$ cat src/rtl/byte_fifo4.sv
// ---------------------------------------------------------------------------
// byte_fifo4 -- 4-entry x 8-bit first-word-fall-through FIFO
//
// Storage is four reg8 instances. Each one is written only when a push is
// accepted and the write pointer selects it. The head entry is presented
// combinationally on rdata. Overflow and underflow events are recorded in
// sticky flags that only reset can clear.
//
// Ports
//   clk    in   1  rising-edge clock
//   rst    in   1  asynchronous, active-high reset
//   wdata  in   8  byte to enqueue
//   push   in   1  enqueue request
//   pop    in   1  dequeue request
//   rdata  out  8  head-of-queue byte, 8'h00 when empty
//   empty  out  1  count == 0
//   full   out  1  count == 4
//   count  out  3  number of valid entries (0..4)
//   ovf    out  1  sticky: a push was dropped while full
//   udf    out  1  sticky: a pop was dropped while empty
// ---------------------------------------------------------------------------

// ---------------------------------------------------------------------------
// reg8 -- 8-bit register primitive with load enable
//
// Ports
//   clk  in   1  rising-edge clock
//   rst  in   1  asynchronous, active-high reset (clears to 8'h00)
//   en   in   1  load enable
//   d    in   8  data in
//   q    out  8  registered data
// ---------------------------------------------------------------------------
module reg8 (
    input  logic       clk,
    input  logic       rst,
    input  logic       en,
    input  logic [7:0] d,
    output logic [7:0] q
);

    logic [7:0] q_reg;

    always_ff @(posedge clk or posedge rst) begin
        if (rst) begin
            q_reg <= 8'h00;
        end else if (en) begin
            q_reg <= d;
        end
    end

    assign q = q_reg;

endmodule

module byte_fifo4 (
    input  logic       clk,
    input  logic       rst,
    input  logic [7:0] wdata,
    input  logic       push,
    input  logic       pop,
    output logic [7:0] rdata,
    output logic       empty,
    output logic       full,
    output logic [2:0] count,
    output logic       ovf,
    output logic       udf
);

    localparam int DEPTH = 4;

    logic [1:0] wptr_reg;
    logic [1:0] wptr_next;
    logic [1:0] rptr_reg;
    logic [1:0] rptr_next;
    logic [2:0] count_reg;
    logic [2:0] count_next;
    logic       ovf_reg;
    logic       ovf_next;
    logic       udf_reg;
    logic       udf_next;

    logic       push_ok;
    logic       pop_ok;
    logic       empty_int;
    logic       full_int;

    logic [DEPTH-1:0] entry_we;
    logic [7:0]       entry_q [DEPTH];

    // Flags come from the occupancy counter. With a power-of-two depth the
    // pointers are equal both when empty and when full, so they cannot tell
    // the two cases apart.
    assign empty_int = (count_reg == 3'd0);
    assign full_int  = (count_reg == 3'd4);

    // Acceptance is judged against the state before the edge. That is why a
    // push+pop on a full FIFO takes only the pop, and a push+pop on an empty
    // FIFO takes only the push.
    assign push_ok = push && !full_int;
    assign pop_ok  = pop && !empty_int;

    // Storage: one reg8 per slot, enabled only for the slot under wptr.
    generate
        for (genvar gi = 0; gi < DEPTH; gi++) begin : g_entry
            assign entry_we[gi] = push_ok && (wptr_reg == 2'(gi));

            reg8 u_reg8 (
                .clk (clk),
                .rst (rst),
                .en  (entry_we[gi]),
                .d   (wdata),
                .q   (entry_q[gi])
            );
        end
    endgenerate

    // Next-state logic. The 2-bit pointers wrap 3 -> 0 naturally.
    always_comb begin
        wptr_next  = wptr_reg;
        rptr_next  = rptr_reg;
        count_next = count_reg;
        ovf_next   = ovf_reg;
        udf_next   = udf_reg;

        if (push_ok) begin
            wptr_next = wptr_reg + 2'd1;
        end
        if (pop_ok) begin
            rptr_next = rptr_reg + 2'd1;
        end

        // Net change is +1, -1 or 0. The acceptance gating keeps the result
        // inside 0..4.
        count_next = count_reg + {2'b00, push_ok} - {2'b00, pop_ok};

        if (push && !push_ok) begin
            ovf_next = 1'b1;
        end
        if (pop && !pop_ok) begin
            udf_next = 1'b1;
        end
    end

    always_ff @(posedge clk or posedge rst) begin
        if (rst) begin
            wptr_reg  <= 2'd0;
            rptr_reg  <= 2'd0;
            count_reg <= 3'd0;
            ovf_reg   <= 1'b0;
            udf_reg   <= 1'b0;
        end else begin
            wptr_reg  <= wptr_next;
            rptr_reg  <= rptr_next;
            count_reg <= count_next;
            ovf_reg   <= ovf_next;
            udf_reg   <= udf_next;
        end
    end

    // First-word-fall-through read. The output is forced to zero when empty
    // so that stale storage contents are never visible.
    assign rdata = empty_int ? 8'h00 : entry_q[rptr_reg];
    assign empty = empty_int;
    assign full  = full_int;
    assign count = count_reg;
    assign ovf   = ovf_reg;
    assign udf   = udf_reg;

endmodule
$ cat config.mk
export PLATFORM = sky130hd
export DESIGN_NAME = byte_fifo4
export DESIGN_NICKNAME = d
export VERILOG_FILES = /design/src/rtl/byte_fifo4.sv
export SDC_FILE = /design/constraint.sdc
export NUM_CORES = 1
export LEC_CHECK = 0
export ABC_AREA = 1
export CORE_MARGIN = 4
export CORE_UTILIZATION = 55
export DETAILED_ROUTE_END_ITERATION = 10
export PLACE_DENSITY = 0.79
export SYNTH_ARGS = -nofsm -noshare
export SYNTH_HDL_FRONTEND = slang
export SYNTH_SLANG_ARGS = --single-unit
$ cat constraint.sdc
create_clock -name clk -period 3.06 [get_ports clk]
set_clock_uncertainty 0.15 [all_clocks]
set_input_delay 0.765 -clock clk [delete_from_list [all_inputs] [get_ports clk]]
set_output_delay 0.765 -clock clk [all_outputs]
set_load 0.05 [all_outputs]
After elaboration in Yosys (flattened, before gate mapping)
Cells that the tools add are included.
{"block": "word_totals", "reg_bits": 41, "input_bits": 12}
{"block": "classes", "addsub": 4, "n_eq_ne": 4, "bitwise": 1, "n_lt_le_gt_ge": 1, "reduce_logical": 14, "muxes": 4}
{"op": "$mux 8", "count": 3}
{"op": "$bmux 8 s2", "count": 1}
{"op": "$logic_and 1x1->1", "count": 8}
{"op": "$add 2x1->2 const B", "count": 2}
{"op": "$eq 2x2->1 const B", "count": 2}
{"op": "$logic_not 1->1", "count": 4}
{"op": "$add 3x1->3", "count": 1}
{"op": "$eq 3x3->1 const B", "count": 1}
{"op": "$ge 3x3->1 const B", "count": 1}
{"op": "$logic_not 3->1", "count": 1}
{"op": "$not 2->3", "count": 1}
{"op": "$sub 3x1->3", "count": 1}
{"op": "$eq 2x1->1 const B", "count": 1}
{"op": "$logic_not 2->1", "count": 1}

Longest topological paths before layout
Gate-level depths: netlist of run 1.
{"block": "logic_depth", "word_depth": 5, "mapped_depth": 9, "ltp_nobuf": 9}

By module
From an unflattened synthesis of run 1, not the netlist that was laid out.
{"block": "unflattened", "hier_cells": 291, "hier_area_um2": 2157.1}
{"module": "reg8", "area_each_um2": 309.0, "seq_area_each_um2": 200.2, "n_inst": 4, "cells_per_inst": 35}
{"module": "byte_fifo4", "area_each_um2": 920.9, "seq_area_each_um2": 225.2, "n_inst": 1, "cells_per_inst": 151}

Least setup slack after synthesis of run 1
OpenSTA, ideal clock, no wires.
{"block": "synth_timing", "kind": "register to output", "startpoint": "reg count_reg[0], in the netlist count[0]", "endpoint": "out rdata[0]", "stages_incl_launch_ff": 5, "n_path_buf": 0, "t_arrival_ps": 1924, "required_ps": 2145, "setup_slack_ps": 221, "cell_sequence": "dfrtp_1 inv_1 nand3_1 inv_2 a21oi_1"}
{"block": "synth_between", "elab_chain_cells": 2}
{"item": "start: declaration", "line": "75", "rtl": "logic [2:0] count_reg;"}
{"item": "start signal: assignment", "line": "154", "rtl": "count_reg <= count_next;"}
{"item": "$logic_not 3->1", "line": "93", "rtl": "assign empty_int = (count_reg == 3'd0);"}
{"item": "via empty", "line": "62", "rtl": "output logic empty,"}
{"item": "$mux 8", "line": "162", "rtl": "assign rdata = empty_int ? 8'h00 : entry_q[rptr_reg];"}
{"item": "end: declaration", "line": "61", "rtl": "output logic [7:0] rdata,"}
The timed path passes the listed nets, and every way through them passes these cells.

Worst setup path in the final report of run 1
{"block": "layout_timing", "startpoint": "reg count_reg[1], in the netlist count[1]", "endpoint": "out empty"}
{"block": "layout_between", "elab_chain_cells": 1}
{"item": "$logic_not 3->1", "line": "93"}
{"item": "end: declaration", "line": "62"}
Every way passes these cells.

==> results.yml, run 1 <==
worst_setup_path:
  crit_fanout: 10
  r2r_start: "count[1]$_DFF_PP0_"
  cp-end-kind: "primary output"
  worstSetupStartpointType: "flop"
  worstPathRequired_ns: 2.14
  arrival_ns: 2.02
  reg2reg_slack_ns: 0.92
  crit_type: "reg -> out"
  worstReg2RegEnd: "count[2]$_DFF_PP0_"
  r2r_cells: 9
timing:
  post-route-period-util_pct: 96.0
  final_max_slew_viol_count: 0
  setup_violations: 0
  max_clock_freq_mhz: 340
  layout_setup_ws_ns: 0.121
  worst_pin_slew_ns: 0.518
  finalHoldViolations: 0
  layout_min_cycle_time_ns: 2.94
  slew_headroom_pct: 65.5
  rsz0062_at_grt: "no"
  finalSetupTns_ns: 0
cts:
  clockBufferDepth: 2
  numCtsBuffers: 5
  clock-sinks: 41
  cts_setup_buffers: 0
  clk_latency_ns: 0.28
  ctsHoldBuffers: 0
  cts_tree: "yes"
  cts_max_level: 2
  cts.clk_slew.worst_paths_ns: 0.07
  cts_root_buffer: "clkbuf_8"
  cts_resized: 0
synth:
  synth_nets: 306
  ys_warn_count: 0
  ys_seq_area_share_pct: 45.0
  postSynthRegisterBits: 41
  netlist_area_sq_um: 2280
  postSynthAreaPerCell_sq_um: 7.94
  synth.distinct_cells: 20
  syn_inst: 287
route:
  drc: 0
  drt-initial-drc-count: 185
  wl_per_cell_um: 14.5
  drt_first_pass_iters: 4
  vias: 1888
  postRouteAntennaNets: 0
  viasPerCell: 5.29
  routed_wl_mm: 5.17
global_route:
  busiest_layer: "met2"
  grt_pass1_wl_mm: 9.07
  antenna_found_initial: 0
  first_global_vias: 1894
  grt_use_met3_pct: 4.16
  overflow: 0
  use_met2_pct: 37.7
  use_met1_pct: 29.0
  grt_max_degree: 42
  track_usage_pct: 22.0
die:
  rows: 23
  start_util_pct: 57.0
  ios: 27
  die_y_um: 72.4
  chipWidth_um: 72.4
  core_area_sq_um: 4000
  die-area_sq_um: 5240
hold_path:
  hold_end: "udf$_DFFE_PP0P_"
  worstHoldStart: "udf$_DFFE_PP0P_"
  whs_path_depth: 1
  holdCritPathClass: "reg -> reg"
finish:
  drive_above_1_share_pct: 8.47
  fin_cells: 357
  largest_reg_flops: 32
  area_growth_pct: 14.5
  diodes: 0
  seq_area_sq_um: 1030
  fillers: 367
  final_nets: 327
  multi_input_area_sq_um: 935
place:
  portBuffers: 26
  gp_congestion: 0.830
  dp_slack_ns: 0.368
  dp_hpwl_mm: 3.47
  place_inst: 351
power_and_ir_drop:
  p_leak_uw: 0.00140
  max-vdd-ir-drop_mv: 0.868
  power.density_nw_per_um2: 1300
  p_total_uw: 3410
outcome:
  run_status: "finished clean"
flow_run:
  maxCapViolations: 0
==> power by group <==
group	leakage, uW	internal, uW	switching (uW)
Sequential	0.000504	798	175
Clock	0.0000399	150	170
Combinational	0.000854	774	1340
Total	0.00140	1720	1680
==> routing by layer <==
metal  vias to the layer above  wire length, um
li1                        956                -
met1                       874             2200
met2                        56             2640
met3                         2              310
met4                         0               24
met5                         -                0
==> area by class of cell <==
class / count / area share, %
inverters: 45 / 6.56
repair buffers: 30 / 13.1
multi-input cells: 185 / 35.8
well taps: 50 / 2.40
clock inverters: 1 / 0.192
flip-flops and latches: 41 / 39.3
clock buffers: 5 / 2.64
==> cells in the final DEF, fill, tap and decap left out <==
cell / netlist / final
inv_4: 1 / 1
ha_1: 6 / 6
clkbuf_8: 0 / 5
nand2_1: 107 / 107
o21ai_0: 1 / 1
a21oi_2: 1 / 1
clkdlybuf4s50_1: 0 / 17
fa_1: 1 / 1
a21o_1: 2 / 2
dfrtp_1: 41 / 41
buf_12: 0 / 6
xnor2_1: 2 / 2
inv_2: 2 / 2
nand3_1: 23 / 23
a21oi_1: 7 / 7
nand3_4: 2 / 2
buf_4: 5 / 7
nand2_2: 1 / 1
inv_1: 42 / 42
clkinv_2: 0 / 1
nand4_1: 32 / 32
==> stage by stage <==
stage,utilization (%),hold WS [ns],cell area (sq um)
floorplan,-,0.292,2280
global placement,63.4,0.290,2540
detailed placement,63.4,0.295,2540
CTS,65.3,0.311,2610
global route,65.3,0.334,2610
finish,65.3,0.307,2610
==> synth_stat cells (all sizes together) <==
cell   count  area [sq um]
a21o       2          15.0
a21oi      8          43.8
buf       16           148
dfrtp     41          1030
fa         1          20.0
ha         6          75.1
inv       45           171
nand2    108           408
nand3     25           150
nand4     32           200
o21ai      1          5.00
xnor2      2          17.5
==> worst max path at each step <==
| stage | startpoint | end | slack (ns) | cells after the start |
|---|---|---|---|---|
| floorplan | count[0]$_DFF_PP0_ | rdata[0] | 0.22 | 4 |
| global placement | pop | count[2]$_DFF_PP0_ | 0.40 | 8 |
| detailed placement | pop | count[2]$_DFF_PP0_ | 0.37 | 8 |
| CTS | count[1]$_DFF_PP0_ | empty | 0.10 | 4 |
| global route | count[1]$_DFF_PP0_ | empty | 0.01 | 4 |
| finish | count[1]$_DFF_PP0_ | empty | 0.12 | 4 |
==> kinds of logic (layout without fill, tap and decap cells) <==
group,Yosys count,after routing,synth area share (%)
AND/OR/NAND/NOR,165,165,33.3
buffers and inverters,61,81,14.0
flip-flops,41,41,45.0
AO/OA/AOI/OAI,11,11,2.80
adder cells (fa/ha/maj),7,7,4.17
XOR/XNOR,2,2,0.769
==> critical path, stage by stage, from the launching register on <==
cell and delay, ns:
dfrtp_1 0.40, inv_2 0.12, nand3_1 0.15, inv_2 0.22
clkdlybuf4s50_1 0.85
Power figures use the tool's default switching activity.
==> run 2, diff against run 1 <==
--- a/config.mk
+++ b/config.mk
@@ -10,6 +10,7 @@
 export CORE_UTILIZATION = 55
 export DETAILED_ROUTE_END_ITERATION = 10
 export PLACE_DENSITY = 0.79
+export SKIP_CTS_REPAIR_TIMING = 1
 export SYNTH_ARGS = -nofsm -noshare
 export SYNTH_HDL_FRONTEND = slang
 export SYNTH_SLANG_ARGS = --single-unit
==> results of run 2 <==
Final layout, timing and power as in run 1 (identical DEF).
